<file path="config.mk">
export PLATFORM = sky130hd
export DESIGN_NAME = mu0_pcore_flat
export DESIGN_NICKNAME = d
export VERILOG_FILES = /design/src/rtl/mu0_pkg.sv /design/src/rtl/mu0_if.sv /design/src/rtl/mu0_alu.sv /design/src/rtl/mu0_pcore.sv /design/src/flat_wrapper.sv
export SDC_FILE = /design/constraint.sdc
export NUM_CORES = 1
export LEC_CHECK = 0
export BUFFER_PORTS_ARGS = -buffer_cell sky130_fd_sc_hd__buf_4
export CORE_MARGIN = 5
export CORE_UTILIZATION = 36
export DETAILED_ROUTE_END_ITERATION = 12
export HOLD_SLACK_MARGIN = 0.08
export PLACE_DENSITY = 0.66
export SETUP_SLACK_MARGIN = 0.2
export SYNTH_ARGS = -nofsm -noshare
export SYNTH_HDL_FRONTEND = slang
export SYNTH_HIERARCHICAL = 1
export SYNTH_SLANG_ARGS = --single-unit
</file>
<file path="constraint.sdc">
create_clock -name clk -period 3.4 [get_ports clk]
set_input_delay 0.17 -clock clk [delete_from_list [all_inputs] [get_ports clk]]
set_output_delay 0.17 -clock clk [all_outputs]
set_load 0.02 [all_outputs]
</file>
<file path="src/rtl/mu0_pkg.sv">
// Shared opcodes, FSM states and ALU selects
// for the parametrised MU0 accumulator core.
package mu0_pkg;

   localparam logic [3:0] OP_LDA = 4'h0;
   localparam logic [3:0] OP_STO = 4'h1;
   localparam logic [3:0] OP_ADD = 4'h2;
   localparam logic [3:0] OP_SUB = 4'h3;
   localparam logic [3:0] OP_JMP = 4'h4;
   localparam logic [3:0] OP_JGE = 4'h5;
   localparam logic [3:0] OP_JNE = 4'h6;
   localparam logic [3:0] OP_STP = 4'h7;
   localparam logic [3:0] OP_LDI = 4'h8;
   localparam logic [3:0] OP_AND = 4'h9;
   localparam logic [3:0] OP_OR  = 4'hA;
   localparam logic [3:0] OP_XOR = 4'hB;
   localparam logic [3:0] OP_ADI = 4'hC;

   typedef enum logic [2:0] {
      S_IDLE  = 3'd0,
      S_FETCH = 3'd1,
      S_EXEC  = 3'd2,
      S_MEM   = 3'd3,
      S_PAUSE = 3'd4,
      S_HALT  = 3'd5
   } state_e;

   typedef enum logic [2:0] {
      ALU_B   = 3'd0,
      ALU_ADD = 3'd1,
      ALU_SUB = 3'd2,
      ALU_AND = 3'd3,
      ALU_OR  = 3'd4,
      ALU_XOR = 3'd5
   } alu_e;

   function automatic alu_e aluSel(input logic [3:0] op);
      case (op)
         OP_ADD, OP_ADI: aluSel = ALU_ADD;
         OP_SUB:         aluSel = ALU_SUB;
         OP_AND:         aluSel = ALU_AND;
         OP_OR:          aluSel = ALU_OR;
         OP_XOR:         aluSel = ALU_XOR;
         default:        aluSel = ALU_B;
      endcase
   endfunction

endpackage

</file>
<file path="src/rtl/mu0_if.sv">
// Memory bus of the MU0 core: req/ack handshake
// with wait-state support.
interface mu0_if #(
   parameter int DATA_W = 16,
   parameter int ADDR_W = DATA_W - 4
);
   logic              memReq;
   logic              memWe;
   logic [ADDR_W-1:0] memAddr;
   logic [DATA_W-1:0] memWData;
   logic [DATA_W-1:0] memRData;
   logic              memAck;

   modport master (
      output memReq, memWe, memAddr, memWData,
      input  memRData, memAck
   );

   modport slave (
      input  memReq, memWe, memAddr, memWData,
      output memRData, memAck
   );
endinterface

</file>
<file path="src/rtl/mu0_alu.sv">
// Combinational accumulator ALU; arithmetic wraps
// modulo 2^DATA_W with no flags.
module mu0_alu
   import mu0_pkg::*;
#(
   parameter int DATA_W = 16
) (
   input  alu_e              op,
   input  logic [DATA_W-1:0] a,
   input  logic [DATA_W-1:0] b,
   output logic [DATA_W-1:0] y
);

   always_comb begin
      y = b;
      unique case (op)
         ALU_ADD: y = a + b;
         ALU_SUB: y = a - b;
         ALU_AND: y = a & b;
         ALU_OR:  y = a | b;
         ALU_XOR: y = a ^ b;
         default: y = b;
      endcase
   end

endmodule

</file>
<file path="src/rtl/mu0_pcore.sv">
// MU0 accumulator core: fetch/exec/mem FSM with
// wait-state tolerant bus and single-step debug.
module mu0_pcore
   import mu0_pkg::*;
#(
   parameter int                DATA_W   = 16,
   parameter logic [DATA_W-5:0] RESET_PC = '0
) (
   input  logic              clk,
   input  logic              rstN,
   input  logic              start,
   input  logic              stepEn,
   input  logic              step,
   mu0_if.master             bus,
   output logic              done,
   output logic              err,
   output logic              paused,
   output logic [DATA_W-5:0] pc,
   output logic [DATA_W-1:0] ir,
   output logic [DATA_W-1:0] acc,
   output logic [2:0]        state
);

   localparam int ADDR_W = DATA_W - 4;

   state_e            stateQ, stateD, retire;
   logic              startQ, startRise;
   logic              opWe, weD;
   logic [ADDR_W-1:0] opAddr, addrD, pcD, opS;
   logic [DATA_W-1:0] irD, accD, aluB, aluY;
   logic              doneD, errD;
   logic [3:0]        opc;
   logic              isMem, isBad, doJmp;

   assign opc       = ir[DATA_W-1 -: 4];
   assign opS       = ir[ADDR_W-1:0];
   assign startRise = start & ~startQ;
   assign retire    = stepEn ? S_PAUSE : S_FETCH;

   assign isMem = opc inside {OP_LDA, OP_STO, OP_ADD,
                              OP_SUB, OP_AND, OP_OR,
                              OP_XOR};
   assign isBad = opc inside {4'hD, 4'hE, 4'hF};
   assign doJmp = (opc == OP_JMP)
               || (opc == OP_JGE && !acc[DATA_W-1])
               || (opc == OP_JNE && acc != '0);

   // Memory operand comes from the bus; immediates from S.
   assign aluB = (stateQ == S_MEM) ? bus.memRData
                                   : DATA_W'(opS);

   mu0_alu #(.DATA_W(DATA_W)) uAlu (
      .op (aluSel(opc)),
      .a  (acc),
      .b  (aluB),
      .y  (aluY)
   );

   // Bus outputs decode registered state only.
   always_comb begin
      bus.memReq   = (stateQ == S_FETCH)
                  || (stateQ == S_MEM);
      bus.memWe    = (stateQ == S_MEM) && opWe;
      bus.memAddr  = '0;
      bus.memWData = '0;
      if (stateQ == S_FETCH) bus.memAddr = pc;
      if (stateQ == S_MEM)   bus.memAddr = opAddr;
      if (bus.memWe)         bus.memWData = acc;
   end

   always_comb begin
      stateD = stateQ;
      pcD    = pc;
      irD    = ir;
      accD   = acc;
      doneD  = done;
      errD   = err;
      weD    = opWe;
      addrD  = opAddr;
      unique case (stateQ)
         S_IDLE, S_HALT: begin
            if (startRise) begin
               doneD  = 1'b0;
               errD   = 1'b0;
               accD   = '0;
               pcD    = RESET_PC;
               stateD = S_FETCH;
            end
         end
         S_FETCH: begin
            if (bus.memAck) begin
               irD    = bus.memRData;
               pcD    = pc + ADDR_W'(1);
               stateD = S_EXEC;
            end
         end
         S_EXEC: begin
            stateD = retire;
            unique case (1'b1)
               isMem: begin
                  stateD = S_MEM;
                  weD    = (opc == OP_STO);
                  addrD  = opS;
               end
               doJmp: pcD = opS;
               (opc == OP_LDI || opc == OP_ADI):
                  accD = aluY;
               (opc == OP_STP): begin
                  doneD  = 1'b1;
                  stateD = S_HALT;
               end
               isBad: begin
                  errD   = 1'b1;
                  stateD = S_HALT;
               end
               default: ;
            endcase
         end
         S_MEM: begin
            if (bus.memAck) begin
               if (!opWe) accD = aluY;
               stateD = retire;
            end
         end
         S_PAUSE: begin
            if (step || !stepEn) stateD = S_FETCH;
         end
         default: stateD = S_IDLE;
      endcase
   end

   always_ff @(posedge clk or negedge rstN) begin
      if (!rstN) begin
         stateQ <= S_IDLE;
         startQ <= 1'b0;
         pc     <= RESET_PC;
         ir     <= '0;
         acc    <= '0;
         done   <= 1'b0;
         err    <= 1'b0;
         paused <= 1'b0;
         opWe   <= 1'b0;
         opAddr <= '0;
      end else begin
         stateQ <= stateD;
         startQ <= start;
         pc     <= pcD;
         ir     <= irD;
         acc    <= accD;
         done   <= doneD;
         err    <= errD;
         paused <= (stateD == S_PAUSE);
         opWe   <= weD;
         opAddr <= addrD;
      end
   end

   assign state = stateQ;

endmodule
</file>
<file path="src/flat_wrapper.sv">
// flat-port wrapper written by rule: the top's interface ports become plain ports
module mu0_pcore_flat import mu0_pkg::*;
#(
   parameter int                DATA_W   = 16,
   parameter logic [DATA_W-5:0] RESET_PC = '0
)
  (clk, rstN, start, stepEn, step, done, err, paused, pc, ir, acc, state, bus_memReq, bus_memWe, bus_memAddr, bus_memWData, bus_memRData, bus_memAck);
  mu0_if #(.DATA_W(DATA_W)) bus_i ();
  input  logic clk;
  input  logic rstN;
  input  logic start;
  input  logic stepEn;
  input  logic step;
  output logic done;
  output logic err;
  output logic paused;
  output logic [DATA_W-5:0] pc;
  output logic [DATA_W-1:0] ir;
  output logic [DATA_W-1:0] acc;
  output logic [2:0] state;
  output wire logic [$bits(bus_i.memReq)-1:0] bus_memReq;
  output wire logic [$bits(bus_i.memWe)-1:0] bus_memWe;
  output wire logic [$bits(bus_i.memAddr)-1:0] bus_memAddr;
  output wire logic [$bits(bus_i.memWData)-1:0] bus_memWData;
  input wire logic [$bits(bus_i.memRData)-1:0] bus_memRData;
  input wire logic [$bits(bus_i.memAck)-1:0] bus_memAck;
  assign bus_memReq = bus_i.memReq;
  assign bus_memWe = bus_i.memWe;
  assign bus_memAddr = bus_i.memAddr;
  assign bus_memWData = bus_i.memWData;
  assign bus_i.memRData = bus_memRData;
  assign bus_i.memAck = bus_memAck;
  mu0_pcore #(.DATA_W(DATA_W), .RESET_PC(RESET_PC)) u_core (.clk(clk), .rstN(rstN), .start(start), .stepEn(stepEn), .step(step), .bus(bus_i), .done(done), .err(err), .paused(paused), .pc(pc), .ir(ir), .acc(acc), .state(state));
endmodule
</file>
# --- Word level (Yosys, flattened, before mapping) ---
# Cells that the tools add are included.
classes:
  n_div: 0
  n_bitwise: 5
  eq_ne: 34
  multipliers: 0
  n_shift: 0
  reduce_logical: 27
  magnitude_cmp: 0
  addsub: 3
  n_mux: 27
op_table:
  columns: ["op", "count"]
  rows:
  - ["16-bit 2-to-1 mux", 6]
  - ["16-bit one-hot mux with 5 select lines", 1]
  - ["12-bit 2-to-1 mux", 5]
  - ["16-bit one-hot mux with 3 select lines", 1]
  - ["12-bit one-hot mux with 3 select lines", 1]
  - ["4-bit == test, second input constant", 8]
  - ["3-bit one-hot mux with 5 select lines", 2]
  - ["16-bit adder", 1]
  - ["16-bit bitwise AND", 1]
  - ["4-bit by 3-bit == test with 1-bit output, second input constant", 4]
  - ["16-bit OR", 1]
  - ["16-bit nonzero test", 1]
  - ["16-bit subtractor", 1]
  - ["16-bit XOR", 1]
  - ["3-bit == test, second input constant", 5]
  - ["3-bit 2-to-1 mux", 5]
  - ["12-bit by 1-bit adder with 12-bit output, second input constant", 1]
  - ["3-bit by 2-bit == test with 1-bit output, second input constant", 4]
  - ["2-bit by 1-bit inequality test with 1-bit output, second input constant", 5]
  - ["3-bit nonzero test", 3]
  - ["4-bit by 2-bit == test with 1-bit output, second input constant", 2]
  - ["7-bit nonzero test", 1]
  - ["3-bit by 1-bit == test with 1-bit output, second input constant", 2]
  - ["2-bit inequality test, second input constant", 3]
  - ["other kinds (17)", 31]
word_totals:
  register_bits: 64
  n_memories: 0
  output_inout_bits: 80
  input_bits: 22
  mem_bits_rw: 0
  romBits: 0
  latch_bits: 0

# --- Logic depth before layout (Yosys ltp) ---
depth:
  depth_word: 8
  depth_mapped: 20

# --- Cells and area by module ---
# The synthesis kept the hierarchy.
by_module_without_submodules:
  columns: ["module", "instances", "cells_per_inst", "area_per_inst_um2"]
  rows:
  - ["mu0_pcore", 1, 366, 3570.9]
  - ["mu0_alu", 1, 320, 2307.2]

# --- Least setup slack after synthesis ---
# OpenSTA, ideal clock, no wires.
synth_path:
  path_type: "register to register"
  from: "reg u_core.stateQ[1] (netlist: u_core/state[1])"
  to: "reg u_core.acc[13]"
  setup_ns: 0.133
  path_buffers: 2
  path_stages_with_launch: 21
  setup_slack_ns: -0.532
  t_arrival_ns: 3.798
  synth_period_minus_slack_ns: 3.932
  cell_sequence: "dfrtp_1 -> buf_2 -> inv_1 -> nor2_1 -> buf_2 -> mux2_2 -> nor3_2 -> nand3_1 -> nor2_1 -> nand2_1 -> o21ai_1 -> xnor2_1 -> ha_1 -> and4_1 -> nand4_1 -> a211o_1 -> and4_1 -> o21ai_1 -> a21oi_1 -> nand2_1 -> o21ai_0"
synth_via:
  elab_chain_len: 7
  elab_cells_between_ends: 22
synth_rtl:
  columns: ["item", "line", "text"]
  rows:
  - ["start: declaration", "mu0_pcore.sv:26", "state_e stateQ, stateD, retire;"]
  - ["start signal: assignment", "mu0_pcore.sv:145", "stateQ <= stateD;"]
  - ["3-bit by 2-bit == test with 1-bit output (*)", "mu0_pcore.sv:49", "assign aluB = (stateQ == S_MEM) ? bus.memRData"]
  - ["16-bit 2-to-1 mux (*)", "mu0_pcore.sv:49", null]
  - ["named net u_core.aluB[4]", "mu0_pcore.sv:30", "logic [DATA_W-1:0] irD, accD, aluB, aluY;"]
  - ["16-bit subtractor or 16-bit adder (tied branches)", "mu0_alu.sv:18, mu0_alu.sv:17", null]
  - ["16-bit one-hot mux with 5 select lines (*)", "mu0_alu.sv:16", "unique case (op)"]
  - ["named net u_core.aluY[13]", "mu0_pcore.sv:30", null]
  - ["16-bit 2-to-1 mux", "mu0_pcore.sv:121", "if (!opWe) accD = aluY;"]
  - ["16-bit 2-to-1 mux", "mu0_pcore.sv:120", "if (bus.memAck) begin"]
  - ["16-bit one-hot mux with 3 select lines (*)", "mu0_pcore.sv:80", "unique case (stateQ)"]
  - ["end signal: assignment", "mu0_pcore.sv:138", "acc <= '0;"]
  - ["end signal: assignment", "mu0_pcore.sv:149", "acc <= accD;"]
  - ["end: declaration", "mu0_pcore.sv:20", "output logic [DATA_W-1:0] acc,"]
# Mark *: on every way through the listed nets, which the timed path passes. The rest lies on a longest branch. The select of a mux whose other input is x is not followed.
# A chain may end at the register's enable or synchronous reset.

# --- Worst setup path in the final report ---
layout_path:
  from: "reg u_core.stateQ[2] (netlist: u_core/state[2])"
  to: "reg u_core.acc[13]"
# The elaborated chain is that of the path after synthesis.

==> results.cfg <==
[global_routing]
first_global_vias = 5679
grt_pass1_wl_mm = 30.53
antenna_found_initial = 1
overflow = 0
grt_util_all_layers = 0.2054
grt_max_degree = 65

[worst_hold_path]
hold_depth = 2
hp-class = primary input to flop

[finish]
area_growth_syn_to_layout_pct = 38.19
n_fill_cell = 1509
diodes = 0
fin_area_um2 = 8123
num-nets-final = 939
drive_above_1_share = 0.3635

[drt]
wl_met2_mm = 9.429
ant_nets = 0
drtIter0Drc = 473
via_per_inst = 5.399
routed.top_layer = met5
routed_wl_mm = 19.24
vias = 5874
drc_errors = 0
wl_per_cell_um = 17.68
met3_length_um = 932
drtPass1Iterations = 5
met1Wirelength_mm = 8.453

[worst_setup_path]
critPathBufInv = 1
crit_fanout = 4
worstPathCellList = nand2b_4, nor2_4, buf_12, mux2_4, nor3_4, nand3_2, nor2_4, a41oi_2, xnor2_1, ha_1, and4_1, nand4_1, a211o_1, a31oi_1, o21ai_1, a21oi_1, nand2_1, o21ai_1
critical-path-top-delay-family = simple AND/OR/NAND/NOR gates
cp.required_ns = 3.65
worstSetupPathDepth = 18
slowest_delay_ns = 0.40
critPathKind = flop to flop
crit_path_end_kind = flop
cp_data_arrival_time_ns = 3.95
worstSetupStartpointType = flop
reg2regPathDepth = 18
slowest_stage = dfrtp_2

[synth]
synthTopCellsByArea = dfrtp_1 27%, ha_1 10%, mux2_2 7.9%, nand2_1 4.7%, xnor2_1 4.0%
syn_area_per_cell_um2 = 8.569
syn_inst = 686
synth_edf_count = 0
ys_seq_elements = 64
yosysMostFrequentCell = nand2_1
synth_ff_type = dfrtp_1
synth_commonest_cells = 73 x nand2_1, 64 x dfrtp_1, 61 x nor2_1
synth_area_um2 = 5878
yosys.area.top_type_share = 0.2725
synth_fp_nets = 758
ys_warn_count = 6
synth_cell_types = 76
synthArstFlopShare = 1.000
synth_top_area_cell = dfrtp_1
ys_seq_area_frac = 0.2725

[clock_network]
clk_pin_slew_ns = 0.06
cts_tree = yes
worstSkewPairLatency_ns = 0.34
cts_max_path_buffers = 2
clock_sinks = 64
htree_levels = 3
numCtsBuffers = 9
cts_root_buffer = clkbuf_16

[placement]
port_buffers = 101
dp_slack_ns = -0.2685
place.gp.congestion = 0.9192
placed_area_um2 = 7401
hpwl_mm = 13.97

[floorplanning]
start_util = 0.3687
rows = 46
die_x_um = 137.8
die_y_um = 137.8
die_area_um2 = 18980
ios = 102
core_um2 = 15940

[timing]
tightest_slew_ns = 1.022
fin_crit_ns = 3.697
report.final.slew_viol_count = 0
max_slew_margin = 0.3186
clock_skew_ns = 0.009086
clock.fmax_mhz = 270.5
rsz0062_at_grt = true
setup_viol = 10
final_hold_viol_count = 0
setup_ws_ns = -0.2967
fin_crit_sh = 1.087

[power_and_ir_drop]
swShare = 0.4790
switchingPower_w = 0.004511
vdd_drop_max_mv = 0.5040
pwr-share-clk = 0.117
power_leakage_nw = 3.784
pwr-share-seq = 0.157
combPwrFrac = 0.726
cellPowerDensity_nw_per_um2 = 1159
intPower_w = 0.004906

[outcome]
outcome = complete, but fails checks
violations = setup timing

[run]
drv_cap = 0
-- kinds of logic after synthesis --
logic type / share of synthesized area
xor gates and xnor gates: 0.04598
adders and majority gates: 0.1094
DFF: 0.2725
buffers and inverters: 0.06641
and+or+nand+nor: 0.1852
AOI/OAI and AO/OA: 0.2097
muxes: 0.1109
-- flip-flops by register name (all words and copies together) (netlist names) --
signal and count:
u_core/paused 1, u_core/ir 16, u_core/startQ 1, u_core/err 1, u_core/state 3, u_core/pc 12, u_core/opAddr 12, u_core/opWe 1
u_core/acc 16, u_core/done 1
-- layout by cell type, fill, tap and decap left out, types with 4 or more instances in the layout --
master	netlist	routed
dfrtp_2	0	4
o21ai_0	47	43
nor3_1	7	6
ha_1	49	47
inv_2	0	4
buf_4	2	193
nand2_1	73	72
mux2_2	41	32
o21ai_1	5	7
a211oi_1	7	6
xnor2_1	27	27
nand2b_1	6	4
a32oi_1	4	4
a221o_1	4	4
a21o_1	19	19
a21oi_2	4	11
a31oi_1	8	7
dlygate4sd3_1	0	12
a21oi_1	34	26
nand3_1	14	11
clkbuf_16	0	9
and2_1	17	17
nor2_1	61	58
mux2i_1	13	13
and3_1	5	5
a222oi_1	11	11
nor4_1	5	5
dfrtp_1	64	60
inv_1	46	42
mux2_4	4	13
nor2b_1	6	6
-- path summary, 6_finish.rpt --
path / slack, ns / from / endpoint
min reg2reg: 0.51 / u_core/opAddr[7] / u_core/opAddr[7]
min: 0.09 / bus_memRData[8] / u_core/ir[8]
min in group asynchronous: 0.48 / rstN / u_core/acc[2]
max: -0.30 / u_core/state[2] / u_core/acc[13]
max in group asynchronous: 2.29 / rstN / u_core/ir[15]
max reg2reg: -0.30 / u_core/state[2] / u_core/acc[13]
-- stage by stage --
step	total power (W)	TNS, ns	utilization	hold WS [ns]	instances
after floorplan	0.005545	-0.7535	-	-0.1256	686
after global placement	0.007724	-0.9039	0.4642	0.3025	1045
after detailed placement	0.007779	-1.503	0.4642	0.3008	1045
after CTS	0.009112	-1.244	0.5002	0.08084	1077
after global routing	0.01009	-4.284	0.5095	0.08112	1088
final	0.009417	-2.019	0.5095	0.09330	1088
-- power groups by stage --
stage | Clock [W] | Sequential [W] | Combinational (W)
finish | 0.00110 | 0.00148 | 0.00684
global route | 0.00115 | 0.00154 | 0.00740
CTS | 0.00112 | 0.00149 | 0.00651
detailed placement | 0 | 0.00149 | 0.00629
global placement | 0 | 0.00149 | 0.00623
floorplan | 0 | 0.00159 | 0.00395
-- layer usage --
layer	up-vias	global-route usage
met5	-	0
met4	2	0.07080
met3	35	0.03652
met2	167	0.3379
met1	2850	0.2717
li1	2820	-
-- final cells by class --
type,instances,area [um^2],share of cell area
Inverter,47,177.7,0.02187
Clock inverter,5,103.9,0.01279
Timing Repair Buffer,207,1600,0.1970
Tap cell,216,270.3,0.03327
Sequential cell,64,1607,0.1978
Clock buffer,11,242.7,0.02988
Multi-Input combinational cell,538,4121,0.5074
-- timing repair --
action                                 CTS  global route
setup endpoints to repair               12            13
hold buffers                            11             1
gates resized for setup                 15            21
pin swaps                               18            16
endpoints found under the hold margin   74             1
setup buffers                            5            10
(Power assumes the default switching activity.)
